$ cat config.mk
export PLATFORM = sky130hd
export DESIGN_NAME = xt_lb_req_gate
export DESIGN_NICKNAME = d
export VERILOG_FILES = /design/src/rtl/xt_lb_req_gate_pkg.sv /design/src/rtl/xt_lb_req_gate_watchdog.sv /design/src/rtl/xt_lb_req_gate.sv
export SDC_FILE = /design/constraint.sdc
export NUM_CORES = 1
export LEC_CHECK = 0
export BUFFER_PORTS_ARGS = -buffer_cell sky130_fd_sc_hd__buf_4
export CAP_MARGIN = 40
export CORE_MARGIN = 8
export CORE_UTILIZATION = 51
export CTS_CLUSTER_DIAMETER = 150
export CTS_CLUSTER_SIZE = 14
export DETAILED_ROUTE_END_ITERATION = 10
export GPL_ROUTABILITY_DRIVEN = 1
export PLACE_DENSITY = 0.94
export RECOVER_POWER = 50
export SYNTH_ARGS = -nofsm -noshare
export SYNTH_HDL_FRONTEND = slang
export SYNTH_SLANG_ARGS = --single-unit
$ cat constraint.sdc
create_clock -name hb_clk -period 10.07 [get_ports hb_clk]
set_input_delay 1.007 -clock hb_clk [delete_from_list [all_inputs] [get_ports hb_clk]]
set_output_delay 1.007 -clock hb_clk [all_outputs]
set_load 0.02 [all_outputs]
$ cat src/rtl/xt_lb_req_gate_pkg.sv
// Shared types and defaults for the HB-side LB request gate.
package XT_LBUS_Pkg;

   typedef enum logic [1:0] {
      LB_IDLE  = 2'd0,
      LB_WAIT  = 2'd1,
      LB_RESP  = 2'd2,
      LB_DRAIN = 2'd3
   } lb_gate_state_e;

   localparam logic [31:0] LB_BASE_DEF = 32'h0000_8000;
   localparam logic [31:0] LB_MASK_DEF = 32'hFFFF_F000;

   typedef struct packed {
      logic        ren;
      logic        wen;
      logic [31:0] raddr;
      logic [31:0] waddr;
      logic [31:0] wdata;
      logic [1:0]  write_width;
   } lb_req_t;

   function automatic logic lb_hit(input logic [31:0] addr,
                                   input logic [31:0] base,
                                   input logic [31:0] mask);
      return (addr & mask) == base;
   endfunction

endpackage

$ cat src/rtl/xt_lb_req_gate_watchdog.sv
// Saturating WAIT-cycle counter; expired while the count equals MAX_COUNT.
module xt_lb_watchdog #(
   parameter int unsigned MAX_COUNT = 255
) (
   input  logic hb_clk,
   input  logic rst_sync,
   input  logic clr,
   input  logic en,
   output logic expired
);

   localparam int unsigned     CW   = $clog2(MAX_COUNT + 1);
   localparam logic [CW-1:0]   CMAX = CW'(MAX_COUNT);

   logic [CW-1:0] cnt;

   always_ff @(posedge hb_clk or posedge rst_sync) begin
      if (rst_sync)
         cnt <= '0;
      else if (clr)
         cnt <= '0;
      else if (en && (cnt != CMAX))
         cnt <= cnt + CW'(1);
   end

   assign expired = (cnt == CMAX);

endmodule

$ cat src/rtl/xt_lb_req_gate.sv
// HB request gate in front of the LB bridge: latch, hold sel strobes, stall until finish.
// Define XT_LB_TIMEOUT_EN to add the watchdog, timeout error response and DRAIN state.
module xt_lb_req_gate
   import XT_LBUS_Pkg::*;
#(
   parameter logic [31:0]  LB_BASE        = LB_BASE_DEF,
   parameter logic [31:0]  LB_MASK        = LB_MASK_DEF,
   parameter int unsigned  TIMEOUT_CYCLES = 255
) (
   input  logic        hb_clk,
   input  logic        rst_sync,
   input  logic        hb_ren,
   input  logic        hb_wen,
   input  logic [31:0] hb_raddr,
   input  logic [31:0] hb_waddr,
   input  logic [31:0] hb_wdata,
   input  logic [1:0]  hb_write_width,
   output logic        hb_stall,
   output logic [31:0] hb_rdata,
   output logic        hb_resp_valid,
   output logic        hb_resp_err,
   output logic        lb_sel_ren,
   output logic        lb_sel_wen,
   output logic [31:0] lb_raddr,
   output logic [31:0] lb_waddr,
   output logic [31:0] lb_wdata,
   output logic [1:0]  lb_write_width,
   input  logic [31:0] lb_rdata,
   input  logic        lb_finish
);

   lb_gate_state_e state, state_nx;
   lb_req_t        req_q;
   logic           hit_r, hit_w, hit;
   logic           tmo;

   assign hit_r = hb_ren & lb_hit(hb_raddr, LB_BASE, LB_MASK);
   assign hit_w = hb_wen & lb_hit(hb_waddr, LB_BASE, LB_MASK);
   assign hit   = hit_r | hit_w;

`ifdef XT_LB_TIMEOUT_EN
   logic err_q;
   logic expired;

   xt_lb_watchdog #(.MAX_COUNT(TIMEOUT_CYCLES)) u_wdog (
      .hb_clk   (hb_clk),
      .rst_sync (rst_sync),
      .clr      ((state == LB_IDLE) && hit),
      .en       (state == LB_WAIT),
      .expired  (expired)
   );

   // finish takes priority over a coincident timeout
   assign tmo = expired & ~lb_finish;

   always_ff @(posedge hb_clk or posedge rst_sync) begin
      if (rst_sync)
         err_q <= 1'b0;
      else if ((state == LB_WAIT) && tmo)
         err_q <= 1'b1;
      else if ((state == LB_DRAIN) && lb_finish)
         err_q <= 1'b0;
   end

   assign hb_resp_err = hb_resp_valid & err_q;
`else
   logic unused_tmo;
   assign unused_tmo  = (TIMEOUT_CYCLES == 0);
   assign tmo         = 1'b0;
   assign hb_resp_err = 1'b0;
`endif

   always_ff @(posedge hb_clk or posedge rst_sync) begin
      if (rst_sync) begin
         state    <= LB_IDLE;
         req_q    <= '0;
         hb_rdata <= '0;
      end else begin
         state <= state_nx;
         if ((state == LB_IDLE) && hit) begin
            req_q <= '{ren: hit_r, wen: hit_w, raddr: hb_raddr, waddr: hb_waddr,
                       wdata: hb_wdata, write_width: hb_write_width};
         end else if ((state == LB_WAIT) && (lb_finish || tmo)) begin
            req_q.ren <= 1'b0;
            req_q.wen <= 1'b0;
            hb_rdata  <= lb_finish ? lb_rdata : '0;
         end
      end
   end

   always_comb begin
      state_nx = state;
      hb_stall = 1'b0;
      case (state)
         LB_IDLE: begin
            hb_stall = hit;
            if (hit) state_nx = LB_WAIT;
         end
         LB_WAIT: begin
            hb_stall = 1'b1;
            if (lb_finish || tmo) state_nx = LB_RESP;
         end
         LB_RESP: begin
`ifdef XT_LB_TIMEOUT_EN
            state_nx = err_q ? LB_DRAIN : LB_IDLE;
`else
            state_nx = LB_IDLE;
`endif
         end
`ifdef XT_LB_TIMEOUT_EN
         LB_DRAIN: begin
            hb_stall = hit;
            if (lb_finish) state_nx = LB_IDLE;
         end
`endif
         default: state_nx = LB_IDLE;
      endcase
   end

   assign hb_resp_valid  = (state == LB_RESP);
   assign lb_sel_ren     = (state == LB_WAIT) & req_q.ren & ~lb_finish;
   assign lb_sel_wen     = (state == LB_WAIT) & req_q.wen & ~lb_finish;
   assign lb_raddr       = req_q.raddr;
   assign lb_waddr       = req_q.waddr;
   assign lb_wdata       = req_q.wdata;
   assign lb_write_width = req_q.write_width;

endmodule

==> results of run 1 <==
-- synth_stat cells --
cell | instances | area [µm²]
dfrtp_1 | 134 | 3350
buf_4 | 106 | 796
nand2_1 | 98 | 368
mux2_2 | 78 | 878
mux2_1 | 20 | 225
nor4_1 | 7 | 43.8
nor4b_1 | 7 | 61.3
clkbuf_1 | 6 | 22.5
nor3_1 | 5 | 25.0
buf_6 | 3 | 33.8
nand3_1 | 3 | 15.0
nor2_1 | 3 | 11.3
or4_1 | 3 | 22.5
a21oi_1 | 2 | 10.0
inv_1 | 2 | 7.51
nand4_1 | 2 | 12.5
nor4bb_1 | 2 | 20.0
a21o_1 | 1 | 7.51
a221oi_1 | 1 | 8.76
and2_1 | 1 | 6.26
and4_1 | 1 | 8.76
buf_1 | 1 | 3.75
conb_1 | 1 | 3.75
nand3b_1 | 1 | 7.51
nor2b_1 | 1 | 6.26
o21ai_0 | 1 | 5.00
o22ai_4 | 1 | 20.0
or3_1 | 1 | 6.26
or4b_2 | 1 | 10.0
-- worst min-delay path, delay by kind of cell (launching register included) --
| family | cells | cell delay [ps] |
|---|---|---|
| flip-flops | 1 | 340 |
| AND/OR/NAND/NOR | 2 | 100 |
-- area by class of cell --
| type | count | share of cell area [%] |
|---|---|---|
| Sequential cell | 134 | 44.0 |
| Tap cell | 143 | 2.35 |
| Inverter | 2 | 0.115 |
| Clock buffer | 23 | 6.15 |
| Clock inverter | 9 | 1.02 |
| Multi-Input combinational cell | 241 | 23.4 |
| Timing Repair Buffer | 274 | 22.9 |
-- registers in the layout, indices dropped and copies added, names as in the netlist --
name	cells
lb_wdata	32
lb_raddr	32
lb_write_width	2
state	2
hb_rdata	32
req_q	2
lb_waddr	32
-- worst max path at each step --
stage / slack, ps / cells past startpoint / end / from
floorplan: 5480 / 1 / hb_rdata[0]$_DFFE_PP0P_ / rst_sync
global placement: 5870 / 6 / lb_raddr[29]$_DFFE_PP0P_ / hb_raddr[29]
detailed placement: 6100 / 7 / lb_wdata[24]$_DFFE_PP0P_ / hb_raddr[29]
CTS: 6530 / 7 / lb_wdata[24]$_DFFE_PP0P_ / hb_raddr[29]
global route: 6200 / 4 / lb_wdata[21]$_DFFE_PP0P_ / rst_sync
finish: 6480 / 7 / lb_wdata[10]$_DFFE_PP0P_ / hb_raddr[29]
-- metal layers --
layer	part of all wire, %	GRT usage (%)
met1	36	21.6
met2	52	35.8
met3	9.0	9.02
met4	2.7	9.14
met5	0	0
-- placed cells by master, fill, tap and decap left out, drive strengths merged, types with 2 or more instances in the layout --
cell / netlist / routed
or4: 3 / 3
clkinvlp: 0 / 4
nand3: 3 / 3
dfrtp: 134 / 134
nor4b: 7 / 7
buf: 110 / 179
nand4: 2 / 2
clkinv: 0 / 5
a21oi: 2 / 2
nand2: 98 / 98
nor3: 5 / 5
clkbuf: 6 / 118
nor4bb: 2 / 2
mux2: 98 / 98
nor2: 3 / 3
nor4: 7 / 7
-- power by group through the flow --
stage	Combinational (mW)	Sequential [mW]	Clock (mW)
3_5_place_dp	0.0610	0.548	0
5_1_grt	0.0657	0.539	0.605
4_1_cts	0.0615	0.539	0.580
2_1_floorplan	0.0113	0.549	0
3_3_place_gp	0.0578	0.548	0
6_report	0.0604	0.539	0.568
-- cells by family after synthesis --
| group | synth area share, % |
|---|---|
| other | 0.0625 |
| multiplexers | 18.4 |
| AND/OR/NAND/NOR | 10.4 |
| AO/OA/AOI/OAI | 0.855 |
| flip-flops | 55.9 |
| buffers and inverters | 14.4 |
-- stage by stage --
step           hold slack (ps)  power (mW)
4_1_cts                    481        1.18
5_1_grt                    498        1.21
3_5_place_dp               466       0.609
2_1_floorplan              459       0.560
3_3_place_gp               459       0.606
6_report                   476        1.17
==> run metrics, run 1 <==
Initial DRC Count 196; GRT overflow 0; initial antenna violation count 0; drt first pass iters 4; clock tree buffer depth 2; Worst Hold Launch hb_rdata[21]$_DFFE_PP0P_; FILL cells 902; Hold Path Class reg2reg; FMAX 279 MHz; FF+latch count, synth 134; die height 124 µm; Total Routing Usage GR around a fifth; leakage power total 4.05 nW; clk root buf clkbuf_16; Die Wd 124 µm; Seq. cell area roughly 3400 µm²; post-synthesis cell count 493; max cap viols 2; R2R cell count 6; hold-critical path depth 2; std cell rows 39; pin slew with the least headroom to its limit 2540 ps; Skew-Pair Late Insertion Delay around 410 ps; highest-delay cell along the critical path buf_4; gpl congestion approximately 0.9; DP HPWL 12500 µm; Net Sw Frac 20.8%; syn avg cell area 12.2 µm²; largest net degree at the start of global routing 66; Reg clk slew, reported paths 60 ps; Slew Limit Fails 96; postcts setup bufs 0; violations in the final reports max-capacitance violations, max-slew violations; Core Box Area 11500 µm²; TritonCTS Buffers 17; Final min period 3590 ps; Reg2Reg Setup Slack roughly 6800 ps; Final Skew between 6 and 7 ps; number of diodes 0; final setup violation count 0; Reg-to-Reg Start state[0]$_DFFE_PP0P_; Worst path most repeated cell buf_4; cts hold-fix bufs 0; Internal Dissipation 0.925 mW; class of the most critical setup path in2reg; placed cells around 800; clock sinks 134; power per cell area ~150 nW/µm²; post_cts resized 0; post-synthesis sequential area ratio ~56%; Crit path largest cell delay roughly 640 ps; Area after DPL 7440 µm²; Final Hold Viols 0; vias in the first global route 4567; Vias/cell 5.05; relative slew slack -70.2%; CP max FO 65; Clk network pwr share 48.7%; Final ANT Viol Nets 0; via count 4172; RSZ-0062 raised after global routing false; Setup WS post-layout 6480 ps; H-tree levels 4; synthesized area 6000 µm²; Unique masters post-synth 29; Synth Net Count 628; Worst Path Arrival 3880 ps; dpl ws roughly 6100 ps; Worst Path Required 10370 ps; DIE AREA 15500 µm²; Yosys Warn Count 0; Setup crit end kind flop; Port Buffers 268; first-pass GRT wire length 25300 µm; post-route core utilization 66.4%; Logic pwr share 5.2%; Setup TNS 0 ps; Max VDD drop 108 µV; hold path endpoint hb_rdata[21]$_DFFE_PP0P_; final instance area 7610 µm²; Area growth syn-to-layout 26.9%; worst reg2reg path endpoint lb_wdata[10]$_DFFE_PP0P_; Post-route DRC 0; CTS tree built; Final Non-Filler Cells 826; P_sw 0.243 mW; Total Wirelength about 16000 µm; nets 805; critical path, cell by cell buf_4 -> or4_1 -> or3_1 -> o22ai_4 -> buf_16 -> buf_4 -> mux2_2; area of the multi-input gates 1780 µm²; Buf/Inv on CP 3; layout cell share with drive strength beyond 1 between 40% and 50%; Critical Path Source Type input port; crit share post-route 35.6%; status finished with violations; Starting Density 52.3%; Wirelength per Cell 19.4 µm; Crit path max-delay family buffers and inverters; Boundary Pins 270; Reg power frac a little under half
(Power assumes the default switching activity.)
==> inputs of run 2 (changes only) <==
Settings changed: CORE_UTILIZATION 51 to 47, PLACE_DENSITY 0.94 to 0.88.
Clock period 10.07 ns to 3.6 ns, I/O delays scaled along.
==> run metrics, run 2 (same netlist as run 1, synthesis figures left out) <==
hold-critical path depth 3; GRT overflow 0; largest net degree at the start of global routing 93; cts hold-fix bufs 0; max cap viols 1; clock tree buffer depth 2; FMAX 375 MHz; Die Wd 129 µm; number of diodes 0; Port Buffers 268; Total Wirelength approximately 16000 µm; most common cell after layout, fill and taps aside buf_4; Critical Path Source Type flop; relative slew slack -2.80%; H-tree levels 4; Hold Path Class in2reg; power per cell area between 400 and 500 nW/µm²; vias in the first global route 4692; CP max FO 92; Reg clk slew, reported paths roughly 60 ps; via count around 4.2k; Wirelength per Cell 18.5 µm; postcts setup bufs 0; Total Routing Usage GR a little under a fifth; nets about 800; gpl congestion 0.844; DIE AREA 16600 µm²; std cell rows 41; Core Box Area around 13000 µm²; violations in the final reports max-capacitance violations, max-slew violations; initial antenna violation count 0; area of the multi-input gates 1780 µm²; Seq. cell area 3350 µm²; most frequent cells in the layout buf_4, dfrtp_1, nand2_1, mux2_2, clkbuf_1; Final Skew between 7 and 8 ps; Vias/cell 4.89; Post-route DRC 0; post_cts resized 0; DP HPWL approximately 12000 µm; Max VDD drop approximately 280 µV; Initial DRC Count 200; Reg2Reg Setup Slack about 930 ps; Setup TNS 0 ps; Area growth syn-to-layout 30.6%; pin slew with the least headroom to its limit 1540 ps; final setup violation count 0; Setup crit end kind flop; leakage power total 4.21 nW; drt first pass iters 4; Final Hold Viols 0; Worst Path Arrival 2950 ps; FILL cells between 1k and 1.5k; first-pass GRT wire length approximately 24000 µm; crit share post-route approximately 74%; layout cell share with drive strength beyond 1 46.8%; Final min period 2670 ps; die height around 130 µm; Final ANT Viol Nets 0; R2R cell count 5; Slew Limit Fails 64; class of the most critical setup path reg2reg; Skew-Pair Late Insertion Delay 410 ps; Worst Path Required 3890 ps; status finished with violations; Boundary Pins 270; RSZ-0062 raised after global routing false; clk root buf clkbuf_16; Starting Density 47.7%; CTS tree built; clock sinks 134; TritonCTS Buffers 17; post-route core utilization 62.3%
-- run 2: changes by cell type in the layout (fill, tap and decap cells not counted), sizes merged --
cell / previous run / this run
bufinv: 1 / 5
clkinvlp: 4 / 3
buf: 179 / 207
clkinv: 5 / 2
clkbuf: 118 / 87
-- run 2: critical path, stage by stage, from the launching register on --
cell,delay [ps]
dfrtp_1,460
or4_1,510
or3_1,410
o22ai_4,260
buf_12,450
mux2_2,400
-- run 2: worst paths after layout --
path | start | end
min | lb_rdata[10] | hb_rdata[10]$_DFFE_PP0P_
min reg2reg | hb_rdata[26]$_DFFE_PP0P_ | hb_rdata[26]$_DFFE_PP0P_
max in group asynchronous | rst_sync | lb_raddr[3]$_DFFE_PP0P_
max reg2reg | state[0]$_DFFE_PP0P_ | lb_wdata[7]$_DFFE_PP0P_
min in group asynchronous | rst_sync | lb_wdata[9]$_DFFE_PP0P_
max | state[0]$_DFFE_PP0P_ | lb_wdata[7]$_DFFE_PP0P_
-- run 2: metal layers --
metal	part of all wire, %	up-vias	global-route usage, %
met1	37	2022	20.1
met3	9.9	36	8.36
met4	2.8	0	9.26
li1	-	1905	-
met2	50	206	31.6
met5	0	-	0
-- run 2: cell type report --
class	instances	area share, %
flip-flops and latches	134	42.8
repair buffers	273	23.5
multi-input cells	241	22.8
clock buffers	21	5.88
well taps	172	2.75
clock inverters	9	2.24
inverters	2	0.112
-- run 2: per-stage QoR --
stage	worst slack, ps	instances	instance area [µm²]	hold slack, ps	total power [mW]
6_report	932	852	7840	137	3.53
5_1_grt	598	852	7840	117	3.65
4_1_cts	934	852	8090	75.6	3.57
3_5_place_dp	894	822	7460	467	1.70
3_3_place_gp	961	821	7430	460	1.70
2_1_floorplan	1300	493	6000	459	1.57
-- run 2: where the power goes --
part,switching [mW],leakage [nW],internal [mW]
clock network,0.602,0.305,1.25
registers,0.000188,1.87,1.51
logic,0.0684,2.03,0.0985
==> inputs of run 3 (changes only) <==
Clock period 3.6 ns to 2.6 ns, I/O delays scaled along.
==> run metrics, run 3 (same netlist as run 1, synthesis figures left out) <==
leakage power total 4.19 nW; DP HPWL 12100 µm; Clk network pwr share 51.9%; Slew Limit Fails 136; Final Skew 4.48 ps; Final Non-Filler Cells approximately 850; CP max FO 67; Total Wirelength 15800 µm; Skew-Pair Late Insertion Delay a little over 400 ps; RSZ-0062 raised after global routing false; cts hold-fix bufs 0; pin slew with the least headroom to its limit 1670 ps; Setup WS post-layout 152 ps; critical path, cell by cell or4_1 -> or3_1 -> o22ai_4 -> buf_12 -> mux2_2; die height 129 µm; layout cell share with drive strength beyond 1 46.6%; violations in the final reports max-capacitance violations, max-slew violations; final setup violation count 0; status finished with violations; Reg2Reg Setup Slack 150 ps; H-tree levels 4; Worst Path Required 2890 ps; Vias/cell about 4.8; hold-critical path depth 3; Internal Dissipation 3.89 mW; Crit path largest cell delay 450 ps; clk root buf clkbuf_16; P_sw 0.933 mW; Reg power frac a little over two fifths; Net Sw Frac about a fifth; Post-route DRC 0; R2R cell count 5; Reg clk slew, reported paths around 60 ps; Boundary Pins 270; Core Box Area approximately 13000 µm²; via count approximately 4.1k; highest-delay cell along the critical path dfrtp_1; Hold Path Class in2reg; std cell rows 41; Final Hold Viols 0; area of the multi-input gates 1780 µm²; max cap viols 2; Setup TNS 0 ps; Reg-to-Reg Start state[1]$_DFFE_PP0P_; Min Hold Slack 41.1 ps; clock sinks 134; Wirelength per Cell 18.5 µm; class of the most critical setup path reg2reg; Port Buffers 268; most frequent cells in the layout buf_4, dfrtp_1, nand2_1, mux2_2, clkbuf_1; nets 806; FILL cells 1037; power per cell area 617 nW/µm²; Max VDD drop around 370 µV; overall power 4.82 mW; Setup crit end kind flop; Crit path max-delay family simple AND/OR/NAND/NOR gates; placed cells 824; vias in the first global route 4628; FMAX 408 MHz; postcts setup bufs 0; largest net degree at the start of global routing 69; Worst Hold Launch lb_rdata[11]; number of diodes 0; first-pass GRT wire length 24300 µm; initial antenna violation count 0; Seq. cell area 3350 µm²; TritonCTS Buffers 17; Area growth syn-to-layout 30.2%; Buf/Inv on CP 1; Worst Path Arrival 2730 ps; Initial DRC Count 177; most common cell after layout, fill and taps aside buf_4; Total Routing Usage GR 19.0%; Die Wd 129 µm; Critical Path Source Type flop; Final ANT Viol Nets 0; CTS tree built; hold path endpoint hb_rdata[11]$_DFFE_PP0P_; drt first pass iters 4; GRT overflow 0; DIE AREA 16600 µm²; post_cts resized 0; Logic pwr share 4.8%; dpl ws 141 ps; Starting Density 47.7%; worst reg2reg path endpoint lb_wdata[4]$_DFFE_PP0P_; relative slew slack -11.3%; gpl congestion roughly 0.85; Final min period 2450 ps; clock tree buffer depth 2; crit share post-route 94.2%
[run 3: changes by cell type in the layout (fill, tap and decap cells not counted)]
| cell | before | now |
|---|---|---|
| buf_4 | 205 | 203 |
| clkbuf_1 | 66 | 68 |
| buf_12 | 1 | 2 |
| buf_16 | 1 | 0 |
| bufinv_16 | 5 | 4 |
| clkbuf_2 | 1 | 2 |
| clkbuf_8 | 2 | 3 |
| clkinv_2 | 2 | 3 |
[run 3: cell type report]
type                       count  area share [%]
multi-input combinational    241            22.8
inverter                       2           0.112
tap                          172            2.75
sequential                   134            42.9
clock inverter                 9            1.92
timing repair buffer         275            23.5
clock buffer                  21            6.02
[run 3: worst register-to-register path, cell delays in order (launching register included)]
cell     delay, ps
dfrtp_1        450
or4_1          460
or3_1          420
o22ai_4        210
buf_12         340
mux2_2         450
[run 3: through the flow]
step	cell area [µm²]	util [%]
after CTS	8070	64.2
after floorplan	6000	-
after global placement	7450	59.3
final	7810	62.2
after global routing	7810	62.2
after detailed placement	7450	59.3
[run 3: worst max-delay path by stage]
stage,start,end,slack [ps],depth (start not counted)
2_1_floorplan,state[0]$_DFFE_PP0P_,lb_waddr[10]$_DFFE_PP0P_,300,7
3_3_place_gp,hb_raddr[29],lb_wdata[8]$_DFFE_PP0P_,230,6
3_5_place_dp,hb_raddr[29],lb_waddr[3]$_DFFE_PP0P_,140,6
4_1_cts,state[1]$_DFFE_PP0P_,lb_waddr[3]$_DFFE_PP0P_,150,5
5_1_grt,state[1]$_DFFE_PP0P_,lb_waddr[3]$_DFFE_PP0P_,80,5
6_report,state[1]$_DFFE_PP0P_,lb_wdata[4]$_DFFE_PP0P_,150,5
[run 3: power groups by stage]
| stage | Sequential [mW] | Combinational, mW | Clock (mW) |
|---|---|---|---|
| global route | 2.09 | 0.252 | 2.66 |
| detailed placement | 2.12 | 0.233 | 0 |
| finish | 2.09 | 0.230 | 2.50 |
| floorplan | 2.13 | 0.0443 | 0 |
| global placement | 2.12 | 0.225 | 0 |
| CTS | 2.09 | 0.234 | 2.56 |
[run 3: metal layers]
metal / track usage, % / vias to the layer above / routed length, µm
li1: - / 1911 / -
met1: 20.1 / 1977 / 5830
met2: 32.6 / 197 / 8030
met3: 7.82 / 33 / 1570
met4: 8.50 / 0 / 354
met5: 0 / - / 0
